## config.mk

```make
export PLATFORM = sky130hd
export DESIGN_NAME = sort_stream_ctrl
export DESIGN_NICKNAME = d
export VERILOG_FILES = /design/src/rtl/sort_pkg.sv /design/src/rtl/sort_stream_ctrl.sv
export SDC_FILE = /design/constraint.sdc
export NUM_CORES = 1
export LEC_CHECK = 0
export ABC_AREA = 1
export CAP_MARGIN = 30
export CORE_ASPECT_RATIO = 2
export CORE_MARGIN = 3
export CORE_UTILIZATION = 45
export CTS_CLUSTER_DIAMETER = 200
export DETAILED_ROUTE_END_ITERATION = 10
export GPL_TIMING_DRIVEN = 0
export PLACE_DENSITY_LB_ADDON = 0.2
export SYNTH_ARGS = -nofsm -noshare
export SYNTH_HDL_FRONTEND = slang
export SYNTH_SLANG_ARGS = --single-unit
```

## constraint.sdc

```tcl
create_clock -name clk -period 17.7 [get_ports clk]
set_input_delay 3.54 -clock clk [delete_from_list [all_inputs] [get_ports clk]]
set_output_delay 3.54 -clock clk [all_outputs]
set_load 0.03 [all_outputs]
```

## src/rtl/sort_pkg.sv

```systemverilog
// Shared types for the sorter stream controller.
package sort_pkg;

  typedef enum logic [1:0] {FILL, LOAD, SORT, DRAIN} sort_state_t;

  localparam int SORT_W = 32;

  typedef logic [SORT_W-1:0] sort_word_t;

endpackage

```

## src/rtl/sort_stream_ctrl.sv

```systemverilog
// Streaming front/back end for the odd-even transposition sorter.
// A frame of N words is collected in ibuf, parallel-loaded into the sorter,
// left to run N phases, then captured into obuf and streamed out in index order.
//
// Handshakes: a word moves on a rising edge where valid && ready are both
// high; valid never waits on ready, and data/last stay stable while valid is
// high and ready is low.
module sort_stream_ctrl
  import sort_pkg::*;
#(
  parameter int N = 8,
  parameter int W = SORT_W
) (
  input  logic            clk,
  input  logic            rst,
  input  logic            s_valid,
  output logic            s_ready,
  input  logic [W-1:0]    s_data,
  output logic            srt_load,
  output logic [N*W-1:0]  srt_in_flat,
  input  logic [N*W-1:0]  srt_out_flat,
  output logic            m_valid,
  input  logic            m_ready,
  output logic [W-1:0]    m_data,
  output logic            m_last,
  output logic            busy,
  output sort_state_t     state_dbg
);

  localparam int IW = (N > 1) ? $clog2(N) : 1;
  localparam int PW = $clog2(N + 1);
  localparam logic [IW-1:0] LAST_IDX   = IW'(N - 1);
  localparam logic [PW-1:0] LAST_PHASE = PW'(N);

  sort_state_t    state_q, state_d;
  logic [IW-1:0]  widx_q, widx_d;
  logic [IW-1:0]  ridx_q, ridx_d;
  logic [PW-1:0]  phase_cnt_q, phase_cnt_d;
  logic [N*W-1:0] ibuf_q, ibuf_d;
  logic [N*W-1:0] obuf_q, obuf_d;

  // Next-state logic: frame collection, sort phase counting, and drain indexing.
  always_comb begin
    state_d     = state_q;
    widx_d      = widx_q;
    ridx_d      = ridx_q;
    phase_cnt_d = phase_cnt_q;
    ibuf_d      = ibuf_q;
    obuf_d      = obuf_q;
    case (state_q)
      FILL: begin
        if (s_valid) begin
          ibuf_d[int'(widx_q)*W +: W] = s_data;
          if (widx_q == LAST_IDX) begin
            widx_d  = '0;
            state_d = LOAD;
          end else begin
            widx_d = widx_q + IW'(1);
          end
        end
      end
      LOAD: begin
        state_d = SORT;
      end
      SORT: begin
        // The sorter has completed N phases once the count reaches N; the
        // snapshot is taken only here so later sorter activity is ignored.
        if (phase_cnt_q == LAST_PHASE) begin
          obuf_d      = srt_out_flat;
          phase_cnt_d = '0;
          state_d     = DRAIN;
        end else begin
          phase_cnt_d = phase_cnt_q + PW'(1);
        end
      end
      DRAIN: begin
        if (m_ready) begin
          if (ridx_q == LAST_IDX) begin
            ridx_d  = '0;
            state_d = FILL;
          end else begin
            ridx_d = ridx_q + IW'(1);
          end
        end
      end
      default: state_d = FILL;
    endcase
  end

  // State and datapath registers; reset aborts any frame in flight.
  always_ff @(posedge clk or posedge rst) begin
    if (rst) begin
      state_q     <= FILL;
      widx_q      <= '0;
      ridx_q      <= '0;
      phase_cnt_q <= '0;
      ibuf_q      <= '0;
      obuf_q      <= '0;
    end else begin
      state_q     <= state_d;
      widx_q      <= widx_d;
      ridx_q      <= ridx_d;
      phase_cnt_q <= phase_cnt_d;
      ibuf_q      <= ibuf_d;
      obuf_q      <= obuf_d;
    end
  end

  // Control outputs are pure decodes of the registered state.
  always_comb begin
    s_ready     = (state_q == FILL);
    srt_load    = (state_q == LOAD);
    m_valid     = (state_q == DRAIN);
    m_last      = (state_q == DRAIN) && (ridx_q == LAST_IDX);
    busy        = (state_q != FILL);
    m_data      = (state_q == DRAIN) ? obuf_q[int'(ridx_q)*W +: W] : '0;
    srt_in_flat = ibuf_q;
    state_dbg   = state_q;
  end

endmodule

```

==> qor.yml <==
detailed_routing:
  drt_iter0_drc: 1817
  vias: 23100
  via_per_inst: 5.22
  ant_nets: 0
  drt_pass1_iterations: 7
  routed_wl_mm: 99.6
  wl_per_cell_um: 22.5
  drc: 0
die:
  io-pin-count: 587
  initial_core_util_pct: 45.7
  core-area_um2: 52100
  dieArea_um2: 55900
  die_x_um: 169
  fp-row-count: 118
  die_h_um: 331
synthesis:
  syn_inst: 3071
  synth.distinct_cells: 19
  syn_area_um2: 23800
  ys_seq_area_share_pct: 55.1
  ys_ff_latch: 524
  syn_nets: 3379
  yosys_warnings: 0
  syn_area_per_cell_um2: 7.75
clocking:
  cts_sinks: 524
  cts_buffer_depth: 3
  cts_buffers: 48
  cts_max_level: 2
  clkSlewWorstSetupHoldPaths_ns: 0.06
  root_buffer: "clkbuf_16"
  clk_latency_ns: 0.59
  postCtsResizedCells: 0
  tritoncts: "built"
  cts_setup_buffers: 0
  cts_hold_buffers: 0
worst_setup_path:
  arrival_ns: 3.54
  cp.required_ns: 14.16
  path_max_fanout: 10
  crit_path_cell_trace: "clkbuf_1, buf_1, nand3_1, nand2_1, nor2_1, nor2_1, clkdlybuf4s50_1"
  cp_top_family: "buffers and inverters"
  critical_path_class: "reg -> out"
  worstSetupEndpointType: "primary output"
  cpPeakStageDelay_ns: 0.73
  cp_common_cell: "nor2_1"
  start_kind: "flip-flop"
  crit_path_start: "ridx_q[1]"
  rr_startpoint: "widx_q[0]"
  cp_num_buf_inv: 3
  crit_slowest_cell: "clkdlybuf4s50_1"
place:
  gp_congestion: 1.03
  dp_hpwl_mm: 80.2
  dp.cells: 4332
  numPortBuffers: 586
  place_ws_ns: 11.26
grt:
  first_global_vias: 24200
  grt_use_total_pct: 34.9
  antenna_found_initial: 16
  grt_overflow: 0
  grt_max_degree: 43
  grt_pass1_wl_mm: 146
layout:
  fin_nets: 4030
  final_cells: 4432
  areaGrowthSynthToFinish_pct: 36.4
  layout_common_cells: "nand2_1 (1185), clkdlybuf4s50_1 (586), dfrtp_1 (524)"
  drive_above_1_share_pct: 4.65
  final_util_pct: 62.3
  final_common_cell: "nand2_1"
power_and_ir_drop:
  cellPowerDensity_nw_per_um2: 173
  total_power_mw: 5.62
  ir_worst_vdd_uv: 142
  p_leak_nw: 15.9
sta:
  clock.fmax_mhz: 141
  slew_viol_final: 0
  worst_pin_slew_ns: 0.979
  hold_viol: 0
  period_share_pct: 40.0
  fin_skew_ns: 0.00791
  fin_ws_ns: 10.62
  period_needed_ns: 7.08
  slew_headroom_pct: 34.3
  setup_viol: 0
  grt_setup_unrepaired: "false"
  fin_setup_tns_ns: 0
job:
  max_cap_violations: 0
hold_path:
  hold_start: "srt_in_flat[89]"
  holdCritPathClass: "reg -> reg"
outcome:
  outcome: "completed"
state kept, by name, indices dropped and copies added, names as in the netlist:
| name | cells |
|---|---|
| obuf_q | 256 |
| srt_in_flat | 256 |
| phase_cnt_q | 4 |
| state_dbg | 2 |
| ridx_q | 3 |
| widx_q | 3 |
worst min-delay path: cells and delay by family (launching register included):
kind	cells	cell delay [ns]
flip-flops	1	0.34
AND/OR/NAND/NOR	2	0.09
path summary, 6_finish.rpt:
| path | slack [ns] | cells after the start | end |
|---|---|---|---|
| worst min-delay path | 0.47 | 2 | srt_in_flat[89] |
| max in group asynchronous | 13.00 | 6 | obuf_q[91] |
| worst max register to register | 14.24 | 9 | srt_in_flat[195] |
| worst max-delay path | 10.62 | 7 | m_data[20] |
| min in group asynchronous | 3.37 | 2 | srt_in_flat[213] |
| worst min register to register | 0.47 | 2 | srt_in_flat[89] |
layer usage:
layer  wire length (um)  track usage [%]  vias up
met5                 67                0        -
met4               7290             21.1       10
met3               9130             11.2      341
met2              52300             65.0     1053
met1              30800             32.2    10900
li1                   -                -    10800
synthesized netlist by cell type, drive strengths merged:
cell / number / share of area [%]
dfrtp: 524 / 55
o21ai: 294 / 6.2
nand2: 1185 / 19
clkbuf: 104 / 1.6
nand3: 327 / 6.9
ha: 16 / 0.84
buf: 94 / 1.9
inv: 315 / 5.0
a21oi: 2 / 0.042
nor3: 70 / 1.5
xor2: 1 / 0.037
nor2: 138 / 2.2
nor3b: 1 / 0.032
report_power, final:
| group | total [mW] | switching (mW) | internal (mW) | leakage [nW] |
|---|---|---|---|---|
| combinational | 2.71 | 1.85 | 0.864 | 8.89 |
| clock | 1.11 | 0.485 | 0.621 | 0.806 |
| sequential | 1.80 | 0.187 | 1.61 | 6.20 |
| total | 5.62 | 2.52 | 3.10 | 15.9 |
cell type report:
type | count | area (um2)
Fill cell | 4757 | 19600
Sequential cell | 524 | 13100
Multi-Input combinational cell | 2034 | 8670
Timing Repair Buffer | 601 | 6180
Clock buffer | 67 | 1380
Inverter | 315 | 1190
Buffer | 198 | 836
Tap cell | 660 | 826
Clock inverter | 21 | 246
Antenna cell | 12 | 30.0
kinds of logic (layout without fill, tap and decap cells):
kind of cell,Yosys count,after routing,share of synthesized area (%)
AOI/OAI and AO/OA,296,296,6.22
xor gates and xnor gates,1,1,0.0368
and+or+nand+nor,1721,1721,29.3
adders and majority gates,16,16,0.841
other,0,12,0
DFF,524,524,55.1
buffers and inverters,513,1202,8.48
through the flow:
| stage | hold WS (ns) | area [um2] |
|---|---|---|
| 2_1_floorplan | 0.504 | 23800 |
| 3_3_place_gp | 0.452 | 30500 |
| 3_5_place_dp | 0.458 | 30800 |
| 4_1_cts | 0.474 | 32400 |
| 5_1_grt | 0.487 | 32400 |
| 6_report | 0.470 | 32500 |
(Power assumes the default switching activity.)
